[src/rtl/multi_src_frame_enc_pkg.sv]
// multi_src_frame_enc_pkg: FSM state encoding and default frame/CRC constants shared by the frame encoder
package multi_src_frame_enc_pkg;
  typedef enum logic [2:0] {S_IDLE, S_PREFIX, S_SRC, S_DEST, S_LEN, S_PAYLOAD, S_CRC} state_e;
  localparam logic [7:0] DEF_PREFIX   = 8'hDD;
  localparam logic [7:0] DEF_CRC_POLY = 8'h07;
  localparam logic [7:0] DEF_CRC_INIT = 8'h00;
endpackage

[src/rtl/multi_src_frame_enc_if.sv]
// multi_src_frame_enc_if: per-source FIFO signals and UART tx byte handshake of the frame encoder
interface multi_src_frame_enc_if #(parameter int NUM_SOURCES = 4);
  logic [NUM_SOURCES-1:0]   have_msg_bus;
  logic [NUM_SOURCES-1:0]   rdreq_bus;
  logic [8*NUM_SOURCES-1:0] len_bus;
  logic [8*NUM_SOURCES-1:0] data_bus;
  logic [7:0]               tx_data;
  logic                     tx_valid;
  logic                     tx_ready;
  modport master (input have_msg_bus, len_bus, data_bus, tx_ready, output rdreq_bus, tx_data, tx_valid);
  modport slave (output have_msg_bus, len_bus, data_bus, tx_ready, input rdreq_bus, tx_data, tx_valid);
endinterface

[src/rtl/multi_src_frame_enc_crc8_byte.sv]
// multi_src_frame_enc_crc8_byte: combinational CRC-8 update of one byte, MSB-first, no reflection
module multi_src_frame_enc_crc8_byte #(
  parameter logic [7:0] POLY = 8'h07
) (
  input  logic [7:0] crc_i,
  input  logic [7:0] byte_i,
  output logic [7:0] crc_o
);
  always_comb begin
    crc_o = crc_i ^ byte_i;
    for (int b = 0; b < 8; b++) crc_o = crc_o[7] ? (crc_o << 1) ^ POLY : crc_o << 1;
  end
endmodule

[src/rtl/multi_src_frame_enc.sv]
// multi_src_frame_enc: arbitrates NUM_SOURCES message FIFOs into PREFIX/SRC/DEST/LEN/payload/CRC8 frames.
// Define ENC_ROUND_ROBIN_EN for round-robin arbitration; otherwise the lowest requesting index wins.
module multi_src_frame_enc
  import multi_src_frame_enc_pkg::*;
#(
  parameter int         NUM_SOURCES   = 4,
  parameter logic [7:0] PREFIX        = DEF_PREFIX,
  parameter logic [7:0] SRC_ADDR_BASE = 8'h01,
  parameter logic [7:0] DEST_ADDR     = 8'h00,
  parameter logic [7:0] CRC_POLY      = DEF_CRC_POLY,
  parameter logic [7:0] CRC_INIT      = DEF_CRC_INIT,
  localparam int        SW            = NUM_SOURCES > 1 ? $clog2(NUM_SOURCES) : 1
) (
  input  logic          clk,
  input  logic          n_rst,
  multi_src_frame_enc_if.master bus,
  output logic [SW-1:0] cur_source,
  output logic          busy
);
  state_e        state_q, state_d;
  logic [SW-1:0] grant_q, pick, idx;
  logic [7:0]    len_q, cnt_q, crc_q, crc_nx, tx_data_q, byte_d;
  logic          tx_valid_q, busy_q, xfer;
  int            rr_base;
`ifdef ENC_ROUND_ROBIN_EN
  logic [SW-1:0] last_q;
  always_ff @(posedge clk or negedge n_rst)
    if (!n_rst) last_q <= SW'(NUM_SOURCES - 1);
    else if (state_q == S_IDLE && |bus.have_msg_bus) last_q <= pick;
  assign rr_base = int'(last_q) + 1;
`else
  assign rr_base = 0;
`endif
  // search from rr_base upward; the last hit of the descending loop is the first in search order
  always_comb begin
    pick = '0;
    idx = '0;
    for (int k = NUM_SOURCES - 1; k >= 0; k--) begin
      idx = SW'((rr_base + k) % NUM_SOURCES);
      if (bus.have_msg_bus[idx]) pick = idx;
    end
  end
  assign xfer = tx_valid_q & bus.tx_ready;
  assign byte_d = state_q == S_SRC     ? SRC_ADDR_BASE + 8'(grant_q) :
                  state_q == S_DEST    ? DEST_ADDR :
                  state_q == S_LEN     ? len_q :
                  state_q == S_PAYLOAD ? bus.data_bus[{grant_q, 3'b000} +: 8] : crc_q;
  assign state_d = state_q == S_PREFIX  ? S_SRC :
                   state_q == S_SRC     ? S_DEST :
                   state_q == S_DEST    ? S_LEN :
                   state_q == S_LEN     ? (len_q == 8'd0 ? S_CRC : S_PAYLOAD) :
                   state_q == S_PAYLOAD ? (cnt_q == 8'd1 ? S_CRC : S_PAYLOAD) : S_IDLE;
  multi_src_frame_enc_crc8_byte #(.POLY(CRC_POLY)) u_crc (.crc_i(crc_q), .byte_i(tx_data_q), .crc_o(crc_nx));
  // a transfer drops tx_valid for one cycle so a popped FIFO head settles before it is captured
  always_ff @(posedge clk or negedge n_rst) begin
    if (!n_rst) begin
      state_q    <= S_IDLE;
      grant_q    <= '0;
      len_q      <= '0;
      cnt_q      <= '0;
      crc_q      <= CRC_INIT;
      tx_data_q  <= '0;
      tx_valid_q <= 1'b0;
      busy_q     <= 1'b0;
    end else if (state_q == S_IDLE) begin
      if (|bus.have_msg_bus) begin
        grant_q    <= pick;
        len_q      <= bus.len_bus[{pick, 3'b000} +: 8];
        crc_q      <= CRC_INIT;
        tx_data_q  <= PREFIX;
        tx_valid_q <= 1'b1;
        busy_q     <= 1'b1;
        state_q    <= S_PREFIX;
      end
    end else if (!tx_valid_q) begin
      tx_data_q  <= byte_d;
      tx_valid_q <= 1'b1;
    end else if (xfer) begin
      tx_valid_q <= 1'b0;
      state_q    <= state_d;
      if (state_q inside {S_SRC, S_DEST, S_LEN, S_PAYLOAD}) crc_q <= crc_nx;
      if (state_q == S_LEN) cnt_q <= len_q;
      if (state_q == S_PAYLOAD) cnt_q <= cnt_q - 8'd1;
      if (state_q == S_CRC) busy_q <= 1'b0;
    end
  end
  assign bus.rdreq_bus = NUM_SOURCES'(xfer && state_q == S_PAYLOAD) << grant_q;
  assign bus.tx_data   = tx_data_q;
  assign bus.tx_valid  = tx_valid_q;
  assign cur_source    = grant_q;
  assign busy          = busy_q;
endmodule

[src/flat_wrapper.sv]
// flat-port wrapper written by rule: the top's interface ports become plain ports
module multi_src_frame_enc_flat import multi_src_frame_enc_pkg::*;
#(
  parameter int         NUM_SOURCES   = 4,
  parameter logic [7:0] PREFIX        = DEF_PREFIX,
  parameter logic [7:0] SRC_ADDR_BASE = 8'h01,
  parameter logic [7:0] DEST_ADDR     = 8'h00,
  parameter logic [7:0] CRC_POLY      = DEF_CRC_POLY,
  parameter logic [7:0] CRC_INIT      = DEF_CRC_INIT,
  localparam int        SW            = NUM_SOURCES > 1 ? $clog2(NUM_SOURCES) : 1
)
  (clk, n_rst, cur_source, busy, bus_have_msg_bus, bus_len_bus, bus_data_bus, bus_tx_ready, bus_rdreq_bus, bus_tx_data, bus_tx_valid);
  multi_src_frame_enc_if #(.NUM_SOURCES(NUM_SOURCES)) bus_i ();
  input  logic clk;
  input  logic n_rst;
  output logic [SW-1:0] cur_source;
  output logic busy;
  input wire logic [$bits(bus_i.have_msg_bus)-1:0] bus_have_msg_bus;
  input wire logic [$bits(bus_i.len_bus)-1:0] bus_len_bus;
  input wire logic [$bits(bus_i.data_bus)-1:0] bus_data_bus;
  input wire logic [$bits(bus_i.tx_ready)-1:0] bus_tx_ready;
  output wire logic [$bits(bus_i.rdreq_bus)-1:0] bus_rdreq_bus;
  output wire logic [$bits(bus_i.tx_data)-1:0] bus_tx_data;
  output wire logic [$bits(bus_i.tx_valid)-1:0] bus_tx_valid;
  assign bus_i.have_msg_bus = bus_have_msg_bus;
  assign bus_i.len_bus = bus_len_bus;
  assign bus_i.data_bus = bus_data_bus;
  assign bus_i.tx_ready = bus_tx_ready;
  assign bus_rdreq_bus = bus_i.rdreq_bus;
  assign bus_tx_data = bus_i.tx_data;
  assign bus_tx_valid = bus_i.tx_valid;
  multi_src_frame_enc #(.NUM_SOURCES(NUM_SOURCES), .PREFIX(PREFIX), .SRC_ADDR_BASE(SRC_ADDR_BASE), .DEST_ADDR(DEST_ADDR), .CRC_POLY(CRC_POLY), .CRC_INIT(CRC_INIT)) u_core (.clk(clk), .n_rst(n_rst), .bus(bus_i), .cur_source(cur_source), .busy(busy));
endmodule
[config.mk]
export PLATFORM = sky130hd
export DESIGN_NAME = multi_src_frame_enc_flat
export DESIGN_NICKNAME = d
export VERILOG_FILES = /design/src/rtl/multi_src_frame_enc_pkg.sv /design/src/rtl/multi_src_frame_enc_if.sv /design/src/rtl/multi_src_frame_enc_crc8_byte.sv /design/src/rtl/multi_src_frame_enc.sv /design/src/flat_wrapper.sv
export SDC_FILE = /design/constraint.sdc
export NUM_CORES = 1
export LEC_CHECK = 0
export ABC_AREA = 1
export ABC_CLOCK_PERIOD_IN_PS = 1650
export CAP_MARGIN = 15
export CORE_UTILIZATION = 49
export DETAILED_ROUTE_END_ITERATION = 7
export GPL_TIMING_DRIVEN = 0
export PLACE_DENSITY = 0.82
export SLEW_MARGIN = 0
export SYNTH_ARGS = -nofsm -noshare
export SYNTH_HDL_FRONTEND = slang
export SYNTH_SLANG_ARGS = --single-unit
[constraint.sdc]
create_clock -name clk -period 1.65 [get_ports clk]
set_input_delay 0.2475 -clock clk [delete_from_list [all_inputs] [get_ports clk]]
set_output_delay 0.2475 -clock clk [all_outputs]
set_load 0.01 [all_outputs]
==> results of run 1 <==
==> cell families (layout without fill, tap and decap cells) <==
| group | count (synthesis) | in the layout | synth area share |
|---|---|---|---|
| simple gates | 241 | 241 | 0.362 |
| flops | 39 | 39 | 0.316 |
| buf+inv | 71 | 184 | 0.0973 |
| xor+xnor | 11 | 11 | 0.0312 |
| fa+ha+maj | 3 | 3 | 0.0122 |
| compound gates | 101 | 101 | 0.181 |
==> registers in the layout, indices dropped and copies added (netlist names) <==
| name | cells |
|---|---|
| u_core.crc_q | 8 |
| u_core.cnt_q | 8 |
| u_core.busy | 1 |
| u_core.bus.tx_valid | 1 |
| u_core.len_q | 8 |
| u_core.state_q | 3 |
| u_core.bus.tx_data | 8 |
| u_core.cur_source | 2 |
==> Yosys cell counts, drive strengths merged <==
cell type | number | area share
nand4 | 3 | 0.0061
a31oi | 1 | 0.0020
o21bai | 1 | 0.0024
o22ai | 5 | 0.010
clkinv | 2 | 0.0028
xor2 | 7 | 0.020
clkbuf | 4 | 0.0049
buf | 7 | 0.014
nor3 | 4 | 0.0081
nand3 | 28 | 0.053
dfrtp | 39 | 0.32
ha | 3 | 0.012
a32o | 1 | 0.0032
or2 | 1 | 0.0020
nor2 | 51 | 0.093
xnor2 | 4 | 0.011
o211ai | 6 | 0.015
o41ai | 1 | 0.0028
o21ai | 59 | 0.10
inv | 58 | 0.075
a21oi | 27 | 0.044
nand2 | 154 | 0.20
==> critical path: stages (launching register included) <==
cell and delay [ns]:
dfrtp_1 0.47, clkinv_1 0.30, nor2_1 0.18, buf_2 0.14
==> metrics by stage <==
| step | cells | total power, W | hold slack [ns] |
|---|---|---|---|
| 6_report | 654 | 0.00772 | 0.0538 |
| 4_1_cts | 644 | 0.00737 | 0.0913 |
| 3_3_place_gp | 627 | 0.00599 | 0.482 |
| 5_1_grt | 654 | 0.00835 | 0.138 |
| 2_1_floorplan | 466 | 0.00487 | -0.0481 |
| 3_5_place_dp | 627 | 0.00613 | 0.412 |
==> worst max-delay path by stage <==
| stage | endpoint | slack (ns) | cells after the start |
|---|---|---|---|
| final | bus_rdreq_bus[3] | 0.005 | 3 |
| after global routing | u_core.crc_q[1]$_DFFE_PN0P_ | -0.06 | 10 |
| after CTS | bus_rdreq_bus[3] | -0.01 | 7 |
| after detailed placement | bus_rdreq_bus[3] | -0.69 | 7 |
| after global placement | bus_rdreq_bus[1] | -0.66 | 7 |
| after floorplan | bus_rdreq_bus[0] | 0.03 | 6 |
==> cell type report <==
cell class,count,area [µm²],share of cell area
Multi-Input combinational cell,356,1880,0.424
Timing Repair Buffer,105,996,0.225
Sequential cell,39,978,0.221
Inverter,60,259,0.0586
Tap cell,75,93.8,0.0212
Buffer,11,85.1,0.0192
Clock buffer,6,72.6,0.0164
Clock inverter,2,60.1,0.0136
==> where the power goes <==
group	internal, W	switching, W
combinational	0.00197	0.00296
clock	0.000604	0.000351
sequential	0.00139	0.000446
total	0.00397	0.00376
==> repair_timing <==
item	in CTS	in global routing
buffers inserted	9	10
pin swaps	6	10
hold buffers	0	0
setup endpoints to repair	16	35
resized for setup	36	22
endpoints found under the hold margin	0	0
==> routing by layer <==
metal  global-route usage  routed length, µm
met1                0.357               3900
met2                0.508               4450
met3               0.0573                905
met4               0.0964                196
met5                    0                  0
==> metrics, run 1 <==
commonest non-fill, non-tap cell in the layout=nand2_1; Worst Path Arrival=1.40 ns; fin crit period=1.65 ns; TritonCTS buffer count=5; gr usage total=0.292; status=finished clean; most frequent cells in the layout=nand2_1, clkdlybuf4s50_1, inv_1, o21ai_0, nor2_1; HPWL Detailed=6.85 mm; Yosys cell types=39; Core Box Area=5990 µm²; power per cell area=1750 nW/µm²; Worst-Margin Slew=0.882 ns; Final Hold Fails=0; vias post-DR=3573; Worst Slack Setup Final=0.00461 ns; Clock Path Buffers=2; I/O pin total=87; 1st-iter DRT viols=396; sequential fraction of the synthesis area=0.316; root buffer cell=clkbuf_8; Pleak=2.13 nW; Yosys Warn Count=0; clock skew=0.00747 ns; GRT Residual Overflow=0; Max VDD drop=0.986 mV; CTS sink cnt=39; area delta synth->final=43.2%; mapped cell area=3090 µm²; r2r setup slk=0.03 ns; TritonRoute pass-1 iters=6; Via density=5.46; drt wl/cell=14.4 µm; CP max FO=10; Reg2Reg Depth=10; largest net degree at the start of global routing=40; worst hold path class=in2async; Slew headroom=0.412; worst setup path category=reg2out; max frequency=608 MHz; PortBufs=86; Initial Util=0.515; vias in the first global route=3372; drc violations=0; first-pass GRT wire length=14.9 mm; layout cells sized above 1=0.145; fin crit share=0.997; Post-DRT Antenna Nets=0; pre-CTS WS=-0.685 ns; Cells after Synth=466; final setup fails=0; DIE HEIGHT=81.4 µm; initial antenna violation count=0; Worst-Skew Late Latency=0.30 ns; crit end category=output port; Max Transition Viols Final=0; final WL=9.45 mm; CTS H-Tree Depth=2; Critical Path Start Type=flop; CTS tree=done; Worst Path Required=1.40 ns; design area=4420 µm²; Nets=652; number of cell rows=28; ant diodes=0; register bit total from synthesis=39; max cap viols=0; Cell Area, Placed=4040 µm²; unrepaired setup endpoints after global routing=true; CP startpoint=u_core.cur_source[1]$_DFFE_PN0P_; syn avg cell area=6.62 µm²; syn nets=540; die outline width=81.4 µm; Reg-to-Reg End=u_core.crc_q[2]$_DFFE_PN0P_; routability cong.=0.891; Layout Utilization=0.738; Final TNS setup=0 ns; Clk pin slew, worst setup/hold paths=0.08 ns; full die area=6620 µm²; fillers=463; Crit Reg-Reg Startpoint=u_core.state_q[2]$_DFFE_PN0P_
(Power assumes the default switching activity.)
==> run 2: changes to the inputs <==
--- a/config.mk
+++ b/config.mk
@@ -8,7 +8,9 @@
 export ABC_AREA = 1
 export ABC_CLOCK_PERIOD_IN_PS = 1650
 export CAP_MARGIN = 15
+export CORE_ASPECT_RATIO = 1.1
 export CORE_UTILIZATION = 49
+export CTS_CLUSTER_SIZE = 14
 export DETAILED_ROUTE_END_ITERATION = 7
 export GPL_TIMING_DRIVEN = 0
 export PLACE_DENSITY = 0.82
==> metrics, run 2 (synthesized netlist as in run 1, its figures left out) <==
met1 usage=0.352; HPWL Detailed=6.80 mm; CTS tree=done; Max VDD drop=0.866 mV; max frequency=603 MHz; unrepaired setup endpoints after global routing=true; Clock Path Buffers=2; Worst Path Required=1.40 ns; drt wl/cell=15.0 µm; Critical Path Start Type=flop; Worst-Skew Late Latency=0.30 ns; Core Box Area=5910 µm²; fin crit period=1.66 ns; DIE HEIGHT=85.2 µm; first-pass GRT wire length=15.7 mm; crit end category=output port; layout cells sized above 1=0.157; Most Used Layer, Global Route=met2; final WL=9.83 mm; Layout Utilization=0.744; PortBufs=86; full die area=6620 µm²; drc violations=0; Inst Count DP=629; most frequent cells in the layout=nand2_1, clkdlybuf4s50_1, inv_1, o21ai_0, nor2_1; Nets=653; ant diodes=0; Worst Path Arrival=1.41 ns; vias in the first global route=3455; largest net degree at the start of global routing=40; 1st-iter DRT viols=433; status=complete, but fails checks; Worst-Margin Slew=0.887 ns; die outline width=77.7 µm; vias post-DR=3629; worst setup path category=reg2out; Hold Buf Count CTS=0; gr usage total=0.299; met2 GRT Util=0.530; M3 GR Usage=0.0570; area delta synth->final=42.5%; final setup fails=1; worst hold slack=0.0573 ns; CTS sink cnt=39; Slew headroom=0.409; Post-DRT Antenna Nets=0; routability cong.=0.940; Clk pin slew, worst setup/hold paths=0.08 ns; commonest non-fill, non-tap cell in the layout=nand2_1; Worst Slack Setup Final=-0.00888 ns; Via density=5.52; initial antenna violation count=0; TritonRoute pass-1 iters=6; Pleak=2.10 nW; max cap viols=0; TritonCTS buffer count=5; Final Hold Fails=0; Final Power=0.00758 W; power per cell area=1720 nW/µm²; fin cells=657; number of cell rows=29; clock skew=0.0114 ns; root buffer cell=clkbuf_8; Max Transition Viols Final=0; worst hold path class=in2async; CTS H-Tree Depth=2; GRT Residual Overflow=0; Initial Util=0.522; failing checks=negative setup slack; I/O pin total=87; CP max FO=5; fin crit share=1.01
## run 2: worst paths after layout
| kind | from | end | slack [ns] | cells past startpoint |
|---|---|---|---|---|
| setup / recovery | u_core.state_q[1]$_DFFE_PN0P_ | bus_rdreq_bus[2] | -0.009 | 6 |
| hold / removal | n_rst | u_core.cnt_q[5]$_DFFE_PN0P_ | 0.06 | 1 |
| setup reg to reg | u_core.state_q[2]$_DFFE_PN0P_ | u_core.crc_q[5]$_DFFE_PN0P_ | 0.02 | 9 |
| hold reg to reg | u_core.busy$_DFFE_PN0P_ | u_core.busy$_DFFE_PN0P_ | 0.50 | 2 |
| max in group asynchronous | n_rst | u_core.state_q[2]$_DFFE_PN0P_ | 0.97 | 1 |
| min in group clk | bus_tx_ready | u_core.busy$_DFFE_PN0P_ | 0.35 | 4 |
## run 2: timing repair
item,in CTS,in global routing
resized for setup,35,36
endpoints found under the hold margin,0,0
setup endpoints to repair,9,34
gates cloned,0,1
setup buffers,9,11
pin swaps,2,7
## run 2: area by class of cell
type | count | area [µm²]
fill | 466 | 1520
clock inverter | 1 | 5.00
inverter | 60 | 273
timing repair inverter | 1 | 5.00
timing repair buffer | 106 | 992
clock buffer | 7 | 76.3
tap | 77 | 96.3
multi-input combinational | 356 | 1890
buffer | 10 | 81.3
sequential | 39 | 981
## run 2: critical path: stages (launching register included)
cell and delay, ns:
dfrtp_2 0.43, clkinv_4 0.07, nand2_8 0.05, nor2_4 0.18, nand3_2 0.11, nor2_1 0.12
buf_2 0.14
## run 2: stage by stage
stage / TNS [ns] / worst slack (ns) / instance area (µm²)
floorplan: 0 / 0.0327 / 3090
global placement: -28.92 / -0.650 / 4040
detailed placement: -6.46 / -0.676 / 4040
CTS: -0.0776 / -0.0251 / 4220
global route: -0.415 / -0.0622 / 4400
finish: -0.00888 / -0.00888 / 4400
## run 2: metal layers
metal  vias to the layer above  wire (µm)
met5                         -          0
met4                         0        392
met3                        46        931
met2                       241       4750
met1                      1614       3760
li1                       1728          -
## run 2: power breakdown
group / total [W] / internal [W] / switching (W) / leakage [nW]
clock network: 0.000649 / 0.000297 / 0.000352 / 0.0422
registers: 0.00189 / 0.00139 / 0.000498 / 0.478
logic: 0.00504 / 0.00198 / 0.00307 / 1.58
==> run 3: changes to the inputs <==
--- a/config.mk
+++ b/config.mk
@@ -9,11 +9,11 @@
 export ABC_CLOCK_PERIOD_IN_PS = 1650
 export CAP_MARGIN = 15
 export CORE_ASPECT_RATIO = 1.1
-export CORE_UTILIZATION = 49
+export CORE_UTILIZATION = 40
 export CTS_CLUSTER_SIZE = 14
 export DETAILED_ROUTE_END_ITERATION = 7
 export GPL_TIMING_DRIVEN = 0
-export PLACE_DENSITY = 0.82
+export PLACE_DENSITY = 0.69
 export SLEW_MARGIN = 0
 export SYNTH_ARGS = -nofsm -noshare
 export SYNTH_HDL_FRONTEND = slang
==> metrics, run 3 (synthesized netlist as in run 1, its figures left out) <==
routability cong.=0.841; TritonRoute pass-1 iters=4; Crit-path slowest cell=dfrtp_1; Cell Area, Placed=4070 µm²; Core Box Area=7470 µm²; area delta synth->final=42.0%; CP max FO=4; slowest stage delay, CP=0.42 ns; fillers=723; layout cells sized above 1=0.144; full die area=8070 µm²; met2 GRT Util=0.416; Pleak=2.08 nW; TritonCTS buffer count=5; design area=4380 µm²; vias post-DR=3408; Hold Buf Count CTS=0; vias in the first global route=3336; most frequent cells in the layout=nand2_1, clkdlybuf4s50_1, inv_1, o21ai_0, nor2_1; 1st-iter DRT viols=165; max frequency=612 MHz; DIE HEIGHT=94.1 µm; Max Transition Viols Final=0; crit-path cells=inv_4 > nand2_8 > nor2_4 > nand3_2 > nor2_1 > buf_2; Inst Count DP=657; Worst Path Arrival=1.39 ns; crit end category=output port; Post-DRT Antenna Nets=0; clock skew=0.00609 ns; final setup fails=0; worst setup path category=reg2out; max cap viols=0; power per cell area=1660 nW/µm²; drt wl/cell=13.5 µm; Final Power=0.00726 W; M3 GR Usage=0.0395; GRT Residual Overflow=0; Worst Path Required=1.40 ns; Worst-Margin Slew=0.873 ns; drc violations=0; fin crit period=1.64 ns; die outline width=85.8 µm; Max VDD drop=0.578 mV; Clk pin slew, worst setup/hold paths=0.08 ns; Initial Util=0.413; gr usage total=0.240; largest net degree at the start of global routing=40; HPWL Detailed=6.97 mm; fin crit share=0.991; Worst-Skew Late Latency=0.30 ns; number of cell rows=33; initial antenna violation count=0; Final Hold Fails=0; fin cells=681; Clock Path Buffers=2; PortBufs=86; CTS sink cnt=39; final WL=9.18 mm; CTS H-Tree Depth=2; CTS tree=done; commonest non-fill, non-tap cell in the layout=nand2_1; first-pass GRT wire length=15.4 mm; status=finished clean; ant diodes=0; Via density=5.00; root buffer cell=clkbuf_8; Final TNS setup=0 ns; I/O pin total=87; met1 usage=0.303; worst hold path class=in2async; unrepaired setup endpoints after global routing=true; Most Used Layer, Global Route=met2; Slew headroom=0.418; Critical Path Start Type=flop; Nets=649
-- run 3: where the power goes --
group          internal, W  total (W)  switching [W]
clock             0.000294   0.000658       0.000363
combinational      0.00189    0.00475        0.00286
sequential         0.00139    0.00185       0.000458
-- run 3: worst paths after layout --
check,startpoint,endpoint,slack [ns],cells past startpoint
worst min register to register,u_core.busy$_DFFE_PN0P_,u_core.busy$_DFFE_PN0P_,0.51,2
worst max register to register,u_core.state_q[2]$_DFFE_PN0P_,u_core.bus.tx_data[5]$_DFFE_PN0P_,0.06,10
worst max-delay path,u_core.state_q[1]$_DFFE_PN0P_,bus_rdreq_bus[2],0.01,6
max in group asynchronous,n_rst,u_core.state_q[2]$_DFFE_PN0P_,0.99,1
min in group clk,bus_tx_ready,u_core.busy$_DFFE_PN0P_,0.33,4
worst min-delay path,n_rst,u_core.crc_q[7]$_DFFE_PN0P_,0.05,1
-- run 3: timing repair --
item                                    4_1_cts  5_1_grt
resized for setup                            34       31
endpoints found under the setup margin       19       32
hold endpoints to repair                      0        0
cloned                                        0        0
buffers inserted                             11        6
pin swaps                                     4        6
-- run 3: per-layer routing --
layer / wire [µm] / share of wire / up-vias
met5: 0 / 0 / -
met1: 4010 / 0.44 / 1546
met3: 645 / 0.070 / 13
met4: 189 / 0.021 / 0
met2: 4340 / 0.47 / 131
li1: - / - / 1718
-- run 3: area by class of cell --
| cell class | count | area, µm² | share of cell area |
|---|---|---|---|
| multi-input cells | 356 | 1880 | 0.428 |
| flip-flops and latches | 39 | 978 | 0.223 |
| repair buffers | 103 | 965 | 0.220 |
| inverters | 60 | 264 | 0.0602 |
| well taps | 105 | 131 | 0.0300 |
| plain buffers | 10 | 80.1 | 0.0183 |
| clock buffers | 5 | 68.8 | 0.0157 |
| clock inverters | 3 | 20.0 | 0.00457 |
-- run 3: per-stage QoR --
step           setup slack [ns]  hold slack [ns]   util
6_report                 0.0148           0.0502  0.587
5_1_grt                 -0.0492            0.128  0.587
4_1_cts                 -0.0422           0.0889  0.572
3_5_place_dp             -0.696            0.415  0.545
3_3_place_gp             -0.695            0.490  0.546
2_1_floorplan            0.0327          -0.0481      -
-- run 3: worst max-delay path: cells and delay by family, from the launching register on --
kind,cells,cell delay (ns)
buf+inv,2,0.25
flops,1,0.42
simple gates,4,0.40
